==> src/rtl/multi_alarm_clock.sv <==
// ============================================================================
// Module   : multi_alarm_clock
// Brief    : 24-hour BCD time-of-day clock with N alarm slots sharing one
//            ring / snooze / auto-timeout controller.
// Revision : 1.0 - initial release
// ============================================================================
`default_nettype none

module multi_alarm_clock #(
    parameter int CLK_DIV    = 1,
    parameter int N_ALARMS   = 4,
    parameter int SEL_W      = 2,
    parameter int SNOOZE_MIN = 5,
    parameter int RING_SEC   = 60
) (
    input  logic                clk,
    input  logic                reset,
    input  logic [1:0]          H_in1,
    input  logic [3:0]          H_in0,
    input  logic [3:0]          M_in1,
    input  logic [3:0]          M_in0,
    input  logic                LD_time,
    input  logic                LD_alarm,
    input  logic [SEL_W-1:0]    al_sel,
    input  logic [N_ALARMS-1:0] AL_EN,
    input  logic                STOP_al,
    input  logic                SNOOZE,
    output logic                Alarm,
    output logic [N_ALARMS-1:0] Alarm_id,
    output logic [1:0]          H_out1,
    output logic [3:0]          H_out0,
    output logic [3:0]          M_out1,
    output logic [3:0]          M_out0,
    output logic [3:0]          S_out1,
    output logic [3:0]          S_out0
);

    localparam int              c_pw          = (CLK_DIV > 1) ? $clog2(CLK_DIV) : 1;
    localparam logic [c_pw-1:0] c_presc_last  = c_pw'(CLK_DIV - 1);
    localparam logic [7:0]      c_ring_last   = 8'(RING_SEC - 1);
    localparam logic [9:0]      c_snooze_load = 10'(SNOOZE_MIN * 60);

    localparam logic [1:0] c_st_idle    = 2'd0;
    localparam logic [1:0] c_st_ring    = 2'd1;
    localparam logic [1:0] c_st_snoozed = 2'd2;

    logic [c_pw-1:0]     r_presc;
    logic [1:0]          r_h1;
    logic [3:0]          r_h0, r_m1, r_m0, r_s1, r_s0;
    logic [1:0]          r_state;
    logic [N_ALARMS-1:0] r_mask;
    logic [7:0]          r_ring_tmr;
    logic [9:0]          r_snz_cnt;
    logic                r_alarm;

    logic                w_tick;
    logic                w_in_ok;
    logic                w_ld_time;
    logic                w_ld_alarm;
    logic                w_sec_wrap;
    logic [1:0]          w_nh1;
    logic [3:0]          w_nh0, w_nm1, w_nm0, w_ns1, w_ns0;
    logic [13:0]         w_next_hm;
    logic [N_ALARMS-1:0] w_match;
    logic [N_ALARMS-1:0] w_kept;
    logic [N_ALARMS-1:0] w_merged;
    logic [1:0]          w_state_nx;
    logic [N_ALARMS-1:0] w_mask_nx;
    logic [7:0]          w_ring_tmr_nx;
    logic [9:0]          w_snz_cnt_nx;

    assign w_tick     = (r_presc == c_presc_last);
    assign w_in_ok    = ((H_in1 < 2'd2 && H_in0 <= 4'd9) || (H_in1 == 2'd2 && H_in0 <= 4'd3))
                        && (M_in1 <= 4'd5) && (M_in0 <= 4'd9);
    // LD_time shadows LD_alarm when both are strobed together
    assign w_ld_time  = LD_time && w_in_ok;
    assign w_ld_alarm = LD_alarm && !LD_time && w_in_ok;
    assign w_sec_wrap = (r_s1 == 4'd5) && (r_s0 == 4'd9);

    always_comb begin
        w_nh1 = r_h1;
        w_nh0 = r_h0;
        w_nm1 = r_m1;
        w_nm0 = r_m0;
        w_ns1 = r_s1;
        w_ns0 = r_s0;
        if (r_s0 != 4'd9) begin
            w_ns0 = r_s0 + 4'd1;
        end else begin
            w_ns0 = 4'd0;
            if (r_s1 != 4'd5) begin
                w_ns1 = r_s1 + 4'd1;
            end else begin
                w_ns1 = 4'd0;
                if (r_m0 != 4'd9) begin
                    w_nm0 = r_m0 + 4'd1;
                end else begin
                    w_nm0 = 4'd0;
                    if (r_m1 != 4'd5) begin
                        w_nm1 = r_m1 + 4'd1;
                    end else begin
                        w_nm1 = 4'd0;
                        if (r_h1 == 2'd2 && r_h0 == 4'd3) begin
                            w_nh1 = 2'd0;
                            w_nh0 = 4'd0;
                        end else if (r_h0 == 4'd9) begin
                            w_nh1 = r_h1 + 2'd1;
                            w_nh0 = 4'd0;
                        end else begin
                            w_nh0 = r_h0 + 4'd1;
                        end
                    end
                end
            end
        end
    end

    assign w_next_hm = {w_nh1, w_nh0, w_nm1, w_nm0};

    always_ff @(posedge clk) begin
        if (reset) begin
            r_presc <= '0;
            r_h1    <= 2'd0;
            r_h0    <= 4'd0;
            r_m1    <= 4'd0;
            r_m0    <= 4'd0;
            r_s1    <= 4'd0;
            r_s0    <= 4'd0;
        end else if (w_ld_time) begin
            r_presc <= '0;
            r_h1    <= H_in1;
            r_h0    <= H_in0;
            r_m1    <= M_in1;
            r_m0    <= M_in0;
            r_s1    <= 4'd0;
            r_s0    <= 4'd0;
        end else begin
            r_presc <= w_tick ? '0 : r_presc + c_pw'(1);
            if (w_tick) begin
                r_h1 <= w_nh1;
                r_h0 <= w_nh0;
                r_m1 <= w_nm1;
                r_m0 <= w_nm0;
                r_s1 <= w_ns1;
                r_s0 <= w_ns0;
            end
        end
    end

    // A slot matches only on the tick that rolls the display onto HH:MM:00
    for (genvar k = 0; k < N_ALARMS; k++) begin : g_slot
        logic [13:0] r_slot;
        logic        w_ld_slot;

        assign w_ld_slot = w_ld_alarm && (al_sel == SEL_W'(k));

        always_ff @(posedge clk) begin
            if (reset) begin
                r_slot <= 14'd0;
            end else if (w_ld_slot) begin
                r_slot <= {H_in1, H_in0, M_in1, M_in0};
            end
        end

        assign w_match[k] = w_tick && !w_ld_time && w_sec_wrap && AL_EN[k]
                            && (w_next_hm == r_slot);
    end

    assign w_kept   = r_mask & AL_EN;
    assign w_merged = w_kept | w_match;

    always_comb begin
        w_state_nx    = r_state;
        w_mask_nx     = r_mask;
        w_ring_tmr_nx = r_ring_tmr;
        w_snz_cnt_nx  = r_snz_cnt;
        case (r_state)
            c_st_idle: begin
                w_mask_nx = '0;
                if (|w_match) begin
                    w_state_nx    = c_st_ring;
                    w_mask_nx     = w_match;
                    w_ring_tmr_nx = 8'd0;
                end
            end
            c_st_ring: begin
                if (STOP_al || (w_merged == '0)) begin
                    w_state_nx = c_st_idle;
                    w_mask_nx  = '0;
                end else if (SNOOZE) begin
                    w_state_nx   = c_st_snoozed;
                    w_mask_nx    = w_merged;
                    w_snz_cnt_nx = c_snooze_load;
                end else if (|w_match) begin
                    w_mask_nx     = w_merged;
                    w_ring_tmr_nx = 8'd0;
                end else begin
                    w_mask_nx = w_kept;
                    if (w_tick) begin
                        if (r_ring_tmr == c_ring_last) begin
                            w_state_nx = c_st_idle;
                            w_mask_nx  = '0;
                        end else begin
                            w_ring_tmr_nx = r_ring_tmr + 8'd1;
                        end
                    end
                end
            end
            c_st_snoozed: begin
                if (STOP_al || (w_merged == '0)) begin
                    w_state_nx = c_st_idle;
                    w_mask_nx  = '0;
                end else if (|w_match) begin
                    w_state_nx    = c_st_ring;
                    w_mask_nx     = w_merged;
                    w_ring_tmr_nx = 8'd0;
                end else begin
                    w_mask_nx = w_kept;
                    if (w_tick) begin
                        // the tick that would bring the counter to zero re-arms the ring
                        if (r_snz_cnt == 10'd1) begin
                            w_state_nx    = c_st_ring;
                            w_ring_tmr_nx = 8'd0;
                        end else begin
                            w_snz_cnt_nx = r_snz_cnt - 10'd1;
                        end
                    end
                end
            end
            default: begin
                w_state_nx = c_st_idle;
                w_mask_nx  = '0;
            end
        endcase
    end

    always_ff @(posedge clk) begin
        if (reset) begin
            r_state    <= c_st_idle;
            r_mask     <= '0;
            r_ring_tmr <= 8'd0;
            r_snz_cnt  <= 10'd0;
            r_alarm    <= 1'b0;
        end else begin
            r_state    <= w_state_nx;
            r_mask     <= w_mask_nx;
            r_ring_tmr <= w_ring_tmr_nx;
            r_snz_cnt  <= w_snz_cnt_nx;
            r_alarm    <= (w_state_nx == c_st_ring);
        end
    end

    assign Alarm    = r_alarm;
    assign Alarm_id = r_mask;
    assign H_out1   = r_h1;
    assign H_out0   = r_h0;
    assign M_out1   = r_m1;
    assign M_out0   = r_m0;
    assign S_out1   = r_s1;
    assign S_out0   = r_s0;

endmodule

`default_nettype wire

==> config.mk <==
export PLATFORM = sky130hd
export DESIGN_NAME = multi_alarm_clock
export DESIGN_NICKNAME = d
export VERILOG_FILES = /design/src/rtl/multi_alarm_clock.sv
export SDC_FILE = /design/constraint.sdc
export NUM_CORES = 1
export LEC_CHECK = 0
export ABC_CLOCK_PERIOD_IN_PS = 3900
export BUFFER_PORTS_ARGS = -buffer_cell sky130_fd_sc_hd__buf_2
export CAP_MARGIN = 20
export CORE_ASPECT_RATIO = 0.8
export CORE_UTILIZATION = 52
export CTS_CLUSTER_SIZE = 10
export DETAILED_ROUTE_END_ITERATION = 12
export PLACE_DENSITY = 0.82
export SLEW_MARGIN = 20
export SYNTH_ARGS = -nofsm -noshare
export SYNTH_HDL_FRONTEND = slang
export SYNTH_SLANG_ARGS = --single-unit
==> constraint.sdc <==
create_clock -name clk -period 3.9 [get_ports clk]
set_input_delay 0.39 -clock clk [delete_from_list [all_inputs] [get_ports clk]]
set_output_delay 0.39 -clock clk [all_outputs]
set_load 0.01 [all_outputs]
# Word-level counts from Yosys, hierarchy flattened
# Index checks and enable logic that the tools add are counted.
dict set report word_totals {
  regBits 104
  inputBits 26
  output_inout_bits 27
  word_cells 174
}
dict set report classes {
  n_addsub 9
  order_cmp 5
  eq_ne 35
  muxes 67
  bitwise 4
  n_reduce_logical 38
}
# op n
set op_table {}
lappend op_table {{$mux W4} 29}
lappend op_table {{$mux W8} 10}
lappend op_table {{$mux W10} 6}
lappend op_table {{$eq A14 B14 Y1} 4}
lappend op_table {{$mux W2} 18}
lappend op_table {{$pmux W8 S3} 1}
lappend op_table {{$logic_and A1 B1 Y1} 23}
lappend op_table {{$add A4 B1 Y4 const B} 5}
lappend op_table {{$pmux W10 S2} 1}
lappend op_table {{$ne A2 B2 Y1 const B} 8}
lappend op_table {{$ne A3 B3 Y1 const B} 4}
lappend op_table {{$pmux W4 S3} 1}
lappend op_table {{$eq A10 B1 Y1 const B} 1}
lappend op_table {{$eq A2 B2 Y1 const B} 5}
lappend op_table {{$sub A10 B1 Y10 const B} 1}
lappend op_table {{$reduce_and A9 Y1} 1}
lappend op_table {{$add A8 B1 Y8 const B} 1}
lappend op_table {{$eq A4 B4 Y1 const B} 2}
lappend op_table {{$eq A8 B6 Y1 const B} 1}
lappend op_table {{$le A4 B4 Y1 const B} 2}
lappend op_table {{$ne A4 B3 Y1 const B} 2}
lappend op_table {{$ne A4 B4 Y1 const B} 2}
lappend op_table {{$reduce_and A7 Y1} 1}
lappend op_table {{$eq A2 B1 Y1 const B} 3}
lappend op_table {{22 further kinds} 26}

# Logic depth before layout (Yosys ltp)
dict set report logic_depth {
  depth_word 17
  depth_mapped 16
  depth_no_buf 13
}

# Worst setup path after synthesis
# No wires, ideal clock.
dict set report synth_timing {
  kind {flip-flop to flip-flop}
  from {reg r_m0[1] (netlist: M_out0[1])}
  to {reg r_snz_cnt[7]}
  setup_ns 0.120
  arrival_time_ns 3.977
  required_ns 3.780
  slack_ns -0.197
  path_stages_with_launch 16
  n_path_buf 2
  period_less_slack_ns 4.097
  path_cell_list {dfxtp_1 -> inv_1 -> ha_1 -> and3b_1 -> or4_2 -> and2_1 -> clkbuf_2 -> xnor2_1 -> or4_2 -> nor4_1 -> a2111oi_4 -> a21o_1 -> buf_6 -> nor4_2 -> xnor2_1 -> nor2_1}
}
dict set report synth_between {
  elab_chain_cells 11
  word_cells_on_any_way 30
  classes_between {add/sub (1); eq/ne (8); mux (12); bitwise (1); reduce/logical (8)}
}
# element line_no
set synth_rtl {}
lappend synth_rtl {{start, declared} 49} ;# logic [3:0] r_h0, r_m1, r_m0, r_s1, r_s0;
lappend synth_rtl {{start signal, assigned} 134} ;# r_m0 <= M_in0;
lappend synth_rtl {{start signal, assigned} 143} ;# r_m0 <= w_nm0;
lappend synth_rtl {{$add A4 B1 Y4 / $ne A4 B4 Y1 (equally long branches)} {96, 95}}
lappend synth_rtl {{$mux W4 / $mux W2 (equally long branches)} 95} ;# if (r_m0 != 4'd9) begin
lappend synth_rtl {{$mux W4 / $mux W2 (equally long branches)} 91} ;# if (r_s1 != 4'd5) begin
lappend synth_rtl {{$mux W4 / $mux W2 (equally long branches)} 87} ;# if (r_s0 != 4'd9) begin
lappend synth_rtl {{$eq A14 B14 Y1} 166} ;# && (w_next_hm == r_slot);
lappend synth_rtl {{$logic_and A1 B1 Y1} 166}
lappend synth_rtl {{$or A4 B4 Y4} 170} ;# assign w_merged = w_kept | w_match;
lappend synth_rtl {{$logic_not A4 Y1} {187, 210}}
lappend synth_rtl {{$logic_or A1 B1 Y1} {187, 210}}
lappend synth_rtl {{$ne A2 B2 Y1 (no source line)} --}
lappend synth_rtl {{$reduce_and A7 Y1 (no source line) (*)} --}
lappend synth_rtl {{end signal, assigned} 248} ;# r_snz_cnt <= w_snz_cnt_nx;
lappend synth_rtl {{end, declared} 53} ;# logic [9:0] r_snz_cnt;
# Every way passes the cells marked *; elsewhere a longest branch is shown, timed or not.
# A chain may end at the register's enable or synchronous reset.

# Worst setup path after layout
dict set report layout_timing {
  from {reg r_m0[1] (netlist: M_out0[1])}
  to {reg r_ring_tmr[3]}
}
dict set report layout_between {
  elab_chain_cells 11
  word_cells_on_any_way 40
  classes_between {add/sub (1); eq/ne (12); mux (18); bitwise (1); reduce/logical (8)}
}
# element line_no
set layout_rtl {}
lappend layout_rtl {{$add A4 B1 Y4 / $ne A4 B4 Y1 (equally long branches)} {96, 95}}
lappend layout_rtl {{$mux W4 / $mux W2 (equally long branches)} 95}
lappend layout_rtl {{$mux W4 / $mux W2 (equally long branches)} 91}
lappend layout_rtl {{$mux W4 / $mux W2 (equally long branches)} 87}
lappend layout_rtl {{$eq A14 B14 Y1} 166}
lappend layout_rtl {{$logic_and A1 B1 Y1} 166}
lappend layout_rtl {{$or A4 B4 Y4 / $reduce_or A4 Y1 (equally long branches)} --}
lappend layout_rtl {{$logic_not A4 Y1 / $mux W8 (equally long branches)} {187, 210, 194}}
lappend layout_rtl {{$logic_or A1 B1 Y1 / $mux W8 (equally long branches)} {187, 210, 190}}
lappend layout_rtl {{$ne A2 B2 Y1 (no source line) / $mux W8 (equally long branches)} --}
lappend layout_rtl {{$reduce_and A9 Y1 (no source line) / $pmux W8 S3 (equally long branches)} --}
lappend layout_rtl {{end signal, assigned} 247} ;# r_ring_tmr <= w_ring_tmr_nx;
lappend layout_rtl {{end, declared} 52} ;# logic [7:0] r_ring_tmr;
# Several ways; a longest one is shown, not always the timed one. The select of a mux whose other input is x is not followed.

==> impl_results.rst <==
.. list-table::
   :header-rows: 1

   * - Metric
     - Value
   * - Sequential share of the synthesized area
     - 32.4%
   * - Maximum number of pins on one net before global-route repair
     - 49
   * - Post-detailed-route via-to-cell ratio
     - 6.19
   * - Met3 Use GR
     - 6.34%
   * - Most instantiated flip-flop cell in the synthesis netlist
     - dfxtp_1
   * - Worst endpoint required time
     - 4.18 ns
   * - Top cell type's share of synthesized area
     - 32.4%
   * - Buffers on Ports
     - 52
   * - Outcome
     - finished clean
   * - Count of hold buffers inserted by post-cts repair
     - 0
   * - Kind of critical path
     - reg -> reg
   * - Kind of path behind the tightest hold check
     - in -> reg
   * - CP Data Arrival Time
     - 4.10 ns
   * - Post-detail-place hpwl
     - roughly 13000 µm
   * - Share of synthesized flip-flops with an asynchronous set or reset
     - 0%
   * - Synthesized-area fraction occupied by ao, oa, aoi and oai cells
     - between 15 and 20%
   * - Total Routed Length
     - ~19000 µm
   * - Netlist area before placement
     - 0.00642 mm²
   * - Residual overflow from global routing
     - 0
   * - Antenna diodes
     - 0
   * - Number of buffers created by CTS
     - 9
   * - Post-synthesis cell count
     - 747
   * - Gpl congestion
     - roughly 0.95
   * - Number of H-tree branching levels
     - 3
   * - Top cells by count, synth
     - 107 x nor2_1, 104 x dfxtp_1, 61 x mux2i_1, 50 x nand2_1, 47 x a21oi_1
   * - Pre-antenna DRT Iters
     - 5
   * - TritonCTS sink count
     - 104
   * - Highest clock rate
     - roughly 260 MHz
   * - Layout cells sized above 1
     - between 20% and 30%
   * - Clock latency on the worst-skew pair
     - between 0.3 and 0.4 ns
   * - Total GRT Usage
     - 29.0%
   * - Number of global-route vias before repair
     - 5651
   * - Reg-to-reg startpoint
     - M_out0[1]
   * - Critical path endpoint category
     - flop
   * - Die width
     - 126 µm
   * - Most repeated cell in the gate-level netlist after synthesis
     - nor2_1
   * - Largest voltage drop on the vdd net
     - 0.000256 V
   * - Final clock period utilization by the worst path
     - a little over nine tenths
   * - Bufs on Longest Clock Path
     - 2
   * - Number of nets still failing antenna checks after routing
     - 0
   * - Antenna violations before repair
     - 0
   * - Post-synthesis sequential element count
     - about 100
   * - Most numerous cell on the critical path
     - buf_6
   * - Xor/xnor share of the synthesized area
     - 6.82%
   * - Synth warnings
     - 0
   * - GR Util met2
     - a little under half
   * - Total Die Area
     - 0.0128 mm²
   * - Final Cell Area
     - 0.00776 mm²
   * - Delay of the slowest critical-path stage
     - 0.45 ns
   * - Height of the die
     - 101 µm
   * - Adder and majority cell fraction of the synthesized area
     - 1.95%
   * - Hold violation count in the final report
     - 0
   * - Cell types occupying the most area after synthesis
     - dfxtp_1 32%, mux2i_1 9.5%, nor2_1 6.3%
   * - Via Count
     - 6239
   * - Netlist cell types
     - slightly above 90
   * - Final setup fails
     - 0
   * - Iteration-0 DRC Markers
     - 613
   * - Placement Cell Area
     - 0.00722 mm²
   * - Number of enable flip-flop cells after synthesis
     - 0
   * - Total power divided by cell area
     - 288 mW/mm²
   * - Synthesized-area fraction occupied by and/or/nand/nor cells
     - between 20 and 30%
   * - Starting Density
     - 54.5%
   * - Clk pin slew, worst setup/hold paths
     - ~0.07 ns
   * - Post-Synthesis Net Count
     - 783
   * - Relative max-transition margin
     - 50.5%
   * - Final period demand of the worst path
     - 3.82 ns
   * - Net count, final
     - 892
   * - Met1 GRT Util
     - about two fifths
   * - Clock tree from TritonCTS
     - yes
   * - Fillcell total
     - 928
   * - Busiest metal layer after global routing
     - met2
   * - Post-Syn Area per Cell
     - 8.59 µm²
   * - FF-to-FF End
     - r_ring_tmr[3]
   * - Number of I/O pins
     - 53
   * - Number of pins with negative max-slew slack in the final report
     - 0
   * - Setup slack of the worst register-to-register path
     - around 0.076 ns
   * - Worst-path cell with the longest stage delay
     - a2111oi_4
   * - Max Cap Viol
     - 0
   * - Slew of the pin with the lowest slew margin
     - 0.740 ns
   * - Multiplexer share of the synthesized area
     - 10.4%
   * - Leak Pwr
     - between 0.003 and 0.004 µW
   * - Number of DRC violations after detailed routing
     - 0
   * - Mean routed wirelength per cell
     - approximately 19 µm
   * - Launch point of the worst path
     - M_out0[1]
   * - Worst clock skew on the final layout
     - 0.00983 ns
   * - First-pass GRT wire length
     - ~29000 µm
   * - Crit-path max FO
     - 6
   * - Series of cell instances along the critical path
     - inv_1, ha_4, nand3b_4, buf_6, nor4_4, mux2i_4, buf_6, xnor2_1, a2111oi_2, buf_4, a2111oi_4, buf_6, nand2_2, nor4_4, or3b_1, a21oi_1
   * - Area Growth Syn to Fin
     - 20.8%
   * - Termination of the worst setup path
     - r_ring_tmr[3]
   * - Startpoint class of the critical path
     - flop
   * - Clock Root Buffer
     - clkbuf_16
   * - Largest family of logic cells by synthesized area
     - simple AND/OR/NAND/NOR gates
   * - Cell Rows
     - 35
   * - Worst hold slack
     - approximately 0.33 ns
   * - Cell taking the most area after synthesis
     - dfxtp_1
   * - Area of the core
     - 0.0118 mm²
   * - Count of cells along the worst register-to-register path
     - 16
metrics by stage:
step | total power, µW | instances | util (%) | setup slack, ns | setup TNS (ns)
after floorplan | 1220 | 747 | - | 0.0334 | 0
after global placement | 1300 | 980 | 61.3 | 0.0745 | 0
after detailed placement | 1300 | 980 | 61.3 | -0.0339 | -0.160
after CTS | 2230 | 995 | 64.0 | 0.00445 | 0
after global routing | 2290 | 1008 | 65.9 | -0.0413 | -0.107
final | 2230 | 1008 | 65.9 | 0.0765 | 0
layout make-up:
cell class / instances / area [µm²] / area share [%]
clock buffer: 10 / 239 / 3.08
clock inverter: 5 / 65.1 / 0.839
inverter: 15 / 56.3 / 0.726
multi-input combinational: 589 / 4190 / 54.1
sequential: 104 / 2090 / 26.9
tap: 148 / 185 / 2.39
timing repair buffer: 137 / 931 / 12.0
logic make-up (layout without fill, tap and decap cells):
group,count (synthesis),after routing
and+or+nand+nor,315,315
xor gates and xnor gates,50,50
DFF,104,104
AOI/OAI and AO/OA,149,149
muxes,64,64
adders and majority gates,10,10
buffers and inverters,54,167
other,1,1
worst min path at each step:
stage / start / to / depth (start not counted)
floorplan: r_ring_tmr[7] / r_ring_tmr[7] / 2
global placement: g_slot[1].r_slot[1] / g_slot[1].r_slot[1] / 2
detailed placement: g_slot[2].r_slot[7] / g_slot[2].r_slot[7] / 1
CTS: M_in0[0] / M_out0[0] / 3
global route: M_in0[0] / M_out0[0] / 3
finish: M_in0[0] / M_out0[0] / 3
critical path, delay by kind of cell, from the launching register on:
family | cells | cell delay (ns)
buffers and inverters | 5 | 0.80
flip-flops | 1 | 0.32
AO/OA/AOI/OAI | 3 | 0.70
adder cells (fa/ha/maj) | 1 | 0.17
XOR/XNOR | 1 | 0.15
multiplexers | 1 | 0.34
AND/OR/NAND/NOR | 5 | 1.25
sequential cells by signal, summed over array words and instances (netlist names):
| signal | flops |
|---|---|
| S_out0 | 4 |
| M_out0 | 4 |
| S_out1 | 4 |
| Alarm | 1 |
| M_out1 | 4 |
| r_snz_cnt | 10 |
| H_out0 | 4 |
| g_slot.r_slot | 56 |
| r_state | 2 |
| r_ring_tmr | 8 |
| H_out1 | 2 |
| r_presc | 1 |
| Alarm_id | 4 |
cell usage in the layout, fill, tap and decap left out, types with 9 or more instances in the layout:
master	count
nand2_1	50
nor3_1	19
nand3_1	18
ha_1	9
nand2b_1	10
buf_4	77
a211oi_1	13
mux2i_1	60
buf_2	53
nor2_1	106
xnor2_1	35
inv_1	14
nand4_1	9
xor2_1	15
a21oi_1	44
dfxtp_1	100
o21ai_0	30
clkbuf_16	9
power breakdown:
part	switching (µW)	internal [µW]
Combinational	129	80.4
Clock	423	519
Sequential	10.2	1070
metal layers:
| layer | part of all wire [%] | vias to the layer above |
|---|---|---|
| met5 | 0 | - |
| met4 | 2.8 | 0 |
| met3 | 8.7 | 56 |
| met2 | 45 | 320 |
| met1 | 44 | 2953 |
| li1 | - | 2910 |
repair_timing:
item	in CTS	in global routing
cloned	0	1
endpoints found under the setup margin	11	23
pin swaps	0	11
gates resized for setup	4	30
buffers inserted	0	12
No activity file was read; power rests on OpenSTA's default activity.
